===== src/rtl/mc_controller.sv =====
// Multicycle MIPS-subset control FSM (Moore), one state per cycle; FETCH/MEMRD/MEMWR stall on mem_ready_i low
// and abort to FETCH with bus_err_o after TIMEOUT_CYCLES waits. Define MC_CTRL_LUI_EN to add the LUIEX state.
module mc_controller #(
    parameter int unsigned TIMEOUT_CYCLES = 16
) (
    input  logic       clk_i,
    input  logic       reset_ni,
    input  logic [5:0] opcode_i6,
    input  logic [5:0] funct_i6,
    input  logic       zero_i,
    input  logic       mem_ready_i,
    output logic       mem_req_o,
    output logic       iord_o,
    output logic       mem_write_o,
    output logic       ir_write_o,
    output logic       pc_write_o,
    output logic       branch_o,
    output logic       reg_write_o,
    output logic       reg_dst_o,
    output logic       mem_to_reg_o,
    output logic       alu_src_a_o,
    output logic [1:0] alu_src_b_o2,
    output logic [1:0] pc_src_o2,
    output logic [3:0] alu_control_o4,
    output logic       imm_ext_type_o,
    output logic       alu_skip_o,
    output logic [3:0] state_o4,
    output logic       illegal_o,
    output logic       bus_err_o
);

    typedef enum logic [3:0] {
        FETCH  = 4'd0,
        DECODE = 4'd1,
        MEMADR = 4'd2,
        MEMRD  = 4'd3,
        MEMWB  = 4'd4,
        MEMWR  = 4'd5,
        EXEC   = 4'd6,
        ALUWB  = 4'd7,
        BEQ    = 4'd8,
        ADDIEX = 4'd9,
        ADDIWB = 4'd10,
        JUMP   = 4'd11,
        LUIEX  = 4'd12
    } state_t;

    localparam logic [5:0] OP_RTYPE = 6'b000000;
    localparam logic [5:0] OP_J     = 6'b000010;
    localparam logic [5:0] OP_BEQ   = 6'b000100;
    localparam logic [5:0] OP_ADDI  = 6'b001000;
    localparam logic [5:0] OP_LW    = 6'b100011;
    localparam logic [5:0] OP_SW    = 6'b101011;
`ifdef MC_CTRL_LUI_EN
    localparam logic [5:0] OP_LUI   = 6'b001111;
`endif

    localparam logic [3:0] ALU_AND = 4'b0000;
    localparam logic [3:0] ALU_OR  = 4'b0001;
    localparam logic [3:0] ALU_ADD = 4'b0010;
    localparam logic [3:0] ALU_SUB = 4'b0110;
    localparam logic [3:0] ALU_SLT = 4'b0111;

    localparam int unsigned WW = (TIMEOUT_CYCLES > 1) ? $clog2(TIMEOUT_CYCLES) : 1;
    localparam logic [WW-1:0] WAIT_LAST = WW'(TIMEOUT_CYCLES - 1);

    state_t        state_q, state_d;
    logic [WW-1:0] wcnt_q, wcnt_d;
    logic          illegal_q, illegal_d;
    logic          bus_err_q, bus_err_d;
    logic          waiting, timeout;
    logic          funct_ok;
    logic [3:0]    funct_alu;

    // Branch condition is resolved in the datapath from branch_o and the ALU zero flag.
    logic unused_zero;
    assign unused_zero = zero_i;

    always_comb begin
        funct_ok  = 1'b1;
        funct_alu = 4'b0000;
        case (funct_i6)
            6'b100000: funct_alu = ALU_ADD;
            6'b100010: funct_alu = ALU_SUB;
            6'b100100: funct_alu = ALU_AND;
            6'b100101: funct_alu = ALU_OR;
            6'b101010: funct_alu = ALU_SLT;
            default:   funct_ok  = 1'b0;
        endcase
    end

    always_ff @(posedge clk_i or negedge reset_ni) begin
        if (!reset_ni) begin
            state_q   <= FETCH;
            wcnt_q    <= '0;
            illegal_q <= 1'b0;
            bus_err_q <= 1'b0;
        end else begin
            state_q   <= state_d;
            wcnt_q    <= wcnt_d;
            illegal_q <= illegal_d;
            bus_err_q <= bus_err_d;
        end
    end

    always_comb begin
        state_d   = state_q;
        illegal_d = 1'b0;
        bus_err_d = 1'b0;
        waiting   = ((state_q == FETCH) || (state_q == MEMRD) || (state_q == MEMWR)) && !mem_ready_i;
        timeout   = waiting && (wcnt_q == WAIT_LAST);
        case (state_q)
            FETCH:  if (mem_ready_i) state_d = DECODE;
            DECODE: begin
                case (opcode_i6)
                    OP_LW, OP_SW: state_d = MEMADR;
                    OP_RTYPE:     state_d = EXEC;
                    OP_BEQ:       state_d = BEQ;
                    OP_ADDI:      state_d = ADDIEX;
                    OP_J:         state_d = JUMP;
`ifdef MC_CTRL_LUI_EN
                    OP_LUI:       state_d = LUIEX;
`endif
                    default: begin
                        state_d   = FETCH;
                        illegal_d = 1'b1;
                    end
                endcase
            end
            MEMADR: state_d = (opcode_i6 == OP_LW) ? MEMRD : MEMWR;
            MEMRD:  if (mem_ready_i) state_d = MEMWB;
            MEMWR:  if (mem_ready_i) state_d = FETCH;
            EXEC: begin
                if (funct_ok) begin
                    state_d = ALUWB;
                end else begin
                    state_d   = FETCH;
                    illegal_d = 1'b1;
                end
            end
            ADDIEX: state_d = ADDIWB;
            default: state_d = FETCH;
        endcase
        if (timeout) begin
            state_d   = FETCH;
            bus_err_d = 1'b1;
        end
        // A FETCH timeout stays in FETCH, so the count restarts explicitly.
        if (timeout || (state_d != state_q)) begin
            wcnt_d = '0;
        end else if (waiting) begin
            wcnt_d = wcnt_q + WW'(1);
        end else begin
            wcnt_d = wcnt_q;
        end
    end

    always_comb begin
        mem_req_o      = 1'b0;
        iord_o         = 1'b0;
        mem_write_o    = 1'b0;
        ir_write_o     = 1'b0;
        pc_write_o     = 1'b0;
        branch_o       = 1'b0;
        reg_write_o    = 1'b0;
        reg_dst_o      = 1'b0;
        mem_to_reg_o   = 1'b0;
        alu_src_a_o    = 1'b0;
        alu_src_b_o2   = 2'b00;
        pc_src_o2      = 2'b00;
        alu_control_o4 = 4'b0000;
        imm_ext_type_o = 1'b0;
        alu_skip_o     = 1'b0;
        case (state_q)
            FETCH: begin
                mem_req_o      = 1'b1;
                alu_src_b_o2   = 2'b01;
                alu_control_o4 = ALU_ADD;
                // Reset sits in FETCH, so the strobes must also be masked by reset_ni.
                ir_write_o     = mem_ready_i & reset_ni;
                pc_write_o     = mem_ready_i & reset_ni;
            end
            DECODE: begin
                alu_src_b_o2   = 2'b11;
                alu_control_o4 = ALU_ADD;
            end
            MEMADR, ADDIEX: begin
                alu_src_a_o    = 1'b1;
                alu_src_b_o2   = 2'b10;
                alu_control_o4 = ALU_ADD;
            end
            MEMRD: begin
                mem_req_o = 1'b1;
                iord_o    = 1'b1;
            end
            MEMWR: begin
                mem_req_o   = 1'b1;
                iord_o      = 1'b1;
                mem_write_o = mem_ready_i;
            end
            MEMWB: begin
                reg_write_o  = 1'b1;
                mem_to_reg_o = 1'b1;
            end
            EXEC: begin
                alu_src_a_o    = 1'b1;
                alu_control_o4 = funct_alu;
            end
            ALUWB: begin
                reg_write_o = 1'b1;
                reg_dst_o   = 1'b1;
            end
            BEQ: begin
                alu_src_a_o    = 1'b1;
                alu_control_o4 = ALU_SUB;
                branch_o       = 1'b1;
                pc_src_o2      = 2'b01;
            end
            ADDIWB: reg_write_o = 1'b1;
            JUMP: begin
                pc_write_o = 1'b1;
                pc_src_o2  = 2'b10;
            end
`ifdef MC_CTRL_LUI_EN
            LUIEX: begin
                imm_ext_type_o = 1'b1;
                alu_skip_o     = 1'b1;
                reg_write_o    = 1'b1;
            end
`endif
            default: ;
        endcase
    end

    assign state_o4  = state_q;
    assign illegal_o = illegal_q;
    assign bus_err_o = bus_err_q;

endmodule


===== config.mk =====
export PLATFORM = sky130hd
export DESIGN_NAME = mc_controller
export DESIGN_NICKNAME = d
export VERILOG_FILES = /design/src/rtl/mc_controller.sv
export SDC_FILE = /design/constraint.sdc
export NUM_CORES = 1
export LEC_CHECK = 0
export BUFFER_PORTS_ARGS = -buffer_cell sky130_fd_sc_hd__buf_2
export CORE_MARGIN = 5
export CORE_UTILIZATION = 52
export CTS_CLUSTER_DIAMETER = 120
export DETAILED_ROUTE_END_ITERATION = 8
export MAX_ROUTING_LAYER = met4
export PLACE_DENSITY = 0.89
export SYNTH_ARGS = -nofsm -noshare
export SYNTH_HDL_FRONTEND = slang
export SYNTH_SLANG_ARGS = --single-unit

===== constraint.sdc =====
create_clock -name clk_i -period 5.3 [get_ports clk_i]
set_clock_uncertainty 0.1 [all_clocks]
set_input_delay 0.265 -clock clk_i [delete_from_list [all_inputs] [get_ports clk_i]]
set_output_delay 0.265 -clock clk_i [all_outputs]
set_load 0.02 [all_outputs]

# Word level (Yosys, flattened, before mapping)
# Cells that the tools add are included.
[totals]
reg_bits = 10
out_inout_bits = 26
word_cells = 76
in_bits = 16
[classes]
bitwise = 1
mux = 29
n_eq_ne = 23
n_addsub = 1
n_reduce_logical = 18
[ops]
columns = ["op", "count"]
rows = [
  ["$eq 6x6->1 const B", 7],
  ["$pmux 4 s7", 1],
  ["$mux 4", 6],
  ["$eq 4x4->1 const B", 5],
  ["$pmux 4 s5", 1],
  ["$eq 4x3->1 const B", 4],
  ["$mux 1", 13],
  ["$pmux 3 s4", 1],
  ["$pmux 4 s3", 1],
  ["$eq 4x2->1 const B", 2],
  ["$reduce_or 4->1", 2],
  ["$eq 6x2->1 const B", 1],
  ["$eq 6x3->1 const B", 1],
  ["$eq 6x4->1 const B", 1],
  ["$logic_not 6->1", 1],
  ["$mux 3", 2],
  ["$pmux 2 s3", 1],
  ["$reduce_or 2->1", 3],
  ["$reduce_or 3->1", 2],
  ["$reduce_or 6->1", 1],
  ["$reduce_or 5->1", 1],
  ["$add 4x1->4 const B", 1],
  ["$eq 4x1->1 const B", 1],
  ["$logic_not 4->1", 1],
  ["8 further kinds", 12],
]

# Logic depth before layout (Yosys ltp)
[depth]
depth_word = 9
mapped_depth = 7
mapped_depth_nobuf = 5

# Least setup slack after synthesis
# OpenSTA, ideal clock, no wires.
[synth_timing]
path_type = "reg2out"
startpoint = "reg state_q[3] (netlist: state_o4[3])"
endpoint = "out alu_control_o4[2]"
t_required_ps = 4935
path_slack_ps = 3019
path_buffers = 2
stages_incl_launch_ff = 6
arrival_ps = 1916
path_cell_list = "dfrtp_1 -> buf_2 -> clkbuf_1 -> nand2_1 -> nor3_1 -> a41o_1"
[synth_between]
elab_chain_cells = 3
word_cells_on_any_way = 8
classes_between = "5 x eq/ne; 1 x mux; 2 x reduce/logical"
[synth_lines]
columns = ["element", "line_no", "source"]
rows = [
  ["start: declaration", "67", "state_t state_q, state_d;"],
  ["start signal: assignment", "99", "state_q <= state_d;"],
  ["$eq 4x1->1, or another cell as far along", "174", "case (state_q)"],
  ["$reduce_or 4->1 (no line)", "--", ""],
  ["$pmux 4 s3 *", "174", ""],
  ["end: declaration", "24", "output logic [3:0] alu_control_o4,"],
]
# Every way passes the cells marked *; elsewhere a longest branch is shown, timed or not.

# Worst setup path in the final report
[layout_timing]
startpoint = "reg state_q[2] (netlist: state_o4[2])"
endpoint = "reg wcnt_q[2]"
[layout_between]
elab_chain_cells = 9
word_cells_on_any_way = 20
classes_between = "7 x eq/ne; 6 x mux; 7 x reduce/logical"
[layout_lines]
columns = ["element", "line_no", "source"]
rows = [
  ["$eq 4x2->1 / $logic_not 4->1 (equally long branches)", "110, 112", ""],
  ["$logic_or 1x1->1 (2 in a row)", "110", "waiting = ((state_q == FETCH) || (state_q == MEMRD) || (state_q == MEMWR)) && !mem_ready_i;"],
  ["$logic_and 1x1->1", "110", ""],
  ["$logic_and 1x1->1", "111", "timeout = waiting && (wcnt_q == WAIT_LAST);"],
  ["$mux 4", "144", "if (timeout) begin"],
  ["$ne 4x4->1", "149", "if (timeout || (state_d != state_q)) begin"],
  ["$logic_or 1x1->1", "149", ""],
  ["$mux 4 / $reduce_bool 2->1 (equally long branches)", "--", ""],
  ["end signal: assignment", "100", "wcnt_q <= wcnt_d;"],
  ["end: declaration", "68", "logic [WW-1:0] wcnt_q, wcnt_d;"],
]
# Several ways; a longest one is shown, not always the timed one.
# A chain may end at the register's enable or synchronous reset.

==> results.md <==
* Most frequent cells in the layout: buf_2, nand2_1, nor2_1
* Clock transition at path regs at 60 ps
* Crit. Startpoint: state_o4[2]
* Largest net degree at the start of global routing at 24
* PostCTS Resize Cnt at 0
* Routing usage on met2 at a little under 30%
* Boundary Pins at 42
* Worst R2R Path Depth at 5
* Cell area after synthesis at 0.00109 mm²
* WP buf/inv at 1
* CTS H-tree depth at 1
* Area after DPL at around 0.0012 mm²
* Max Freq at between 300 and 400 MHz
* Initial antenna violation count at 0
* Most common cell after layout, fill and taps aside: buf_2
* Met3 GRT Util at 5.57%
* Most used routing layer: met2
* CP Max Fanout at 18
* FF+latch count, synth at 10
* Endpoints failing hold at 0
* Ys Warns at 0
* Placed Instances at between 150 and 200
* Layout Cell Area excl Fill at 0.00126 mm²
* Unrepaired setup endpoints after global routing: false
* Final core utilization at between 60% and 70%
* Setup violators final at 0
* Flop2flop setup slack at 2760 ps
* Top cell type's share of synthesized area at between 20% and 30%
* Fin crit period at 2540 ps
* DR pass1 iterations at 4
* 1st-iter DRT viols at 24
* Clk sink count at 10
* Placement row count at 16
* Hold Buf Count CTS at 1
* Sequential fraction of the synthesis area at between 20% and 30%
* Slowest-stage cell, CP: dfrtp_1
* Total number of vias at between 1000 and 1500
* Critical-path cell list: clkinv_1 > a31oi_1 > o221ai_2 > xnor2_1 > a2111oi_1
* WP data required at about 5300 ps
* DRT Wirelength at a little over 3 mm
* Critical Path Max Stage Delay at 750 ps
* RR Endpoint: wcnt_q[2]
* Area grow syn2layout at 15.3%
* VDD IR max at 0.201 mV
* WL/cell at around 16 µm
* First-pass GRT wire length at around 5.0 mm
* Fin cells at 195
* Setup crit end kind: register
* R2R Path Start: state_o4[2]
* Vias in the first global route at roughly 1100
* Fin. max-slew vios at 0
* TritonCTS clock tree: yes
* Pwr Density at 259 mW/mm²
* Leakage at 0.626 nW
* Worst min path class: in2async
* Worst path depth at 5
* Met1 Use GR at 24.5%
* Die W at 55.9 µm
* CTS buffer count at 3
* Number of diodes at 0
* Crit path max-delay family: compound AO/OA/AOI/OAI gates
* Tot Pwr at 327 µW
* Startpoint types: register
* Post-synth EDFFs at 0
* Placer Congestion at 0.832
* Antenna viol nets, final at 0
* Tightest Pin Transition at roughly 700 ps
* Core Footprint at between 0.0015 and 0.002 mm²
* CP endpoint: wcnt_q[2]
* Relative slew slack at 53.5%
* Effective utilization at floorplan at 55.2%
* GRT Resource Usage Total at 20.1%
* Worst setup margin at 2760 ps
* Die Y-Extent at 55.9 µm
* CP Class: reg2reg
* Vias/cell at 6.08
* Layout cell share with drive strength beyond 1 at 29.2%
* Final TNS setup at 0 ps
* Worst-Skew Late Latency at between 200 and 300 ps
* Status: finished clean
* Nets at 187
* Fin crit share at 48.0%
* Unique masters post-synth at 48
* Top cell type by total area after synthesis: dfrtp_1
* PortBufs at 37
* Place WS at ~2800 ps
* Fraction of registers with async set/reset at 100%
* Smallest hold slack at 285 ps
* CTS max path bufs at 2
* Die footprint at 0.00312 mm²
* Cells after Synth at 138
* DP HPWL at around 2.3 mm
* Post-CTS setup buffers at 0
* Mapped Avg Cell Area at 7.92 µm²
* Largest cells by area after synthesis: dfrtp_1, nand2_1, nor3_1
* Max Cap Viol at 0
* Top FF cell, synth: dfrtp_1
* CP Data Arrival Time at between 2000 and 3000 ps
* Grt ovf at 0
* Remaining routing DRC violations at 0
* Clock root buffer: clkbuf_4
registers in the layout, indices dropped and copies added (netlist names):
name,cells
state_o4,4
wcnt_q,4
bus_err_o,1
illegal_o,1
routing by layer:
metal	part of all wire [%]	vias up
li1	-	563
met1	42	544
met2	45	61
met3	8.1	17
met4	4.6	0
met5	0	-
final cells by class:
type	count	area (µm²)
repair buffers	38	195
flip-flops and latches	10	250
clock buffers	3	22.5
fillers	166	721
multi-input cells	113	744
inverters	4	15.0
well taps	27	33.8
cell families (layout without fill, tap and decap cells):
logic type	after synthesis	count (layout)	synth area share [%]
and+or+nand+nor	70	70	37.2
DFF	10	10	22.9
adders and majority gates	1	1	1.14
muxes	2	2	1.83
AOI/OAI and AO/OA	29	29	20.5
buffers and inverters	17	45	9.73
other	1	3	0.343
xor gates and xnor gates	8	8	6.41
synth_stat cells (2+ instances only):
cell / number
mux2i_1: 2
o211ai_1: 4
buf_6: 3
nand3_1: 4
nor2_1: 11
buf_2: 4
dfrtp_1: 10
a31oi_1: 4
xor2_1: 5
nand2b_1: 4
a21oi_1: 3
buf_4: 4
a2111oi_1: 4
nor3_1: 9
or2_2: 3
nand4_1: 4
nor2b_1: 2
nand2_1: 17
inv_1: 3
clkbuf_1: 2
o21ai_0: 4
xnor2_1: 3
nor3b_1: 2
and3_1: 3
power by group:
part           internal (mW)  switching [mW]  total [mW]  leakage [nW]
registers             0.0865          0.0270       0.114         0.136
logic                 0.0648          0.0961       0.161         0.476
clock network         0.0263          0.0261      0.0524        0.0138
worst min path at each step:
stage | end | slack, ps | cells past startpoint
after floorplan | bus_err_o | -130 | 0
after global placement | state_o4[3] | 40 | 1
after detailed placement | bus_err_o | 50 | 1
after CTS | state_o4[1] | 280 | 4
after global routing | state_o4[3] | 320 | 4
final | state_o4[1] | 290 | 2
Note: power is estimated with default switching activity, not from simulation.
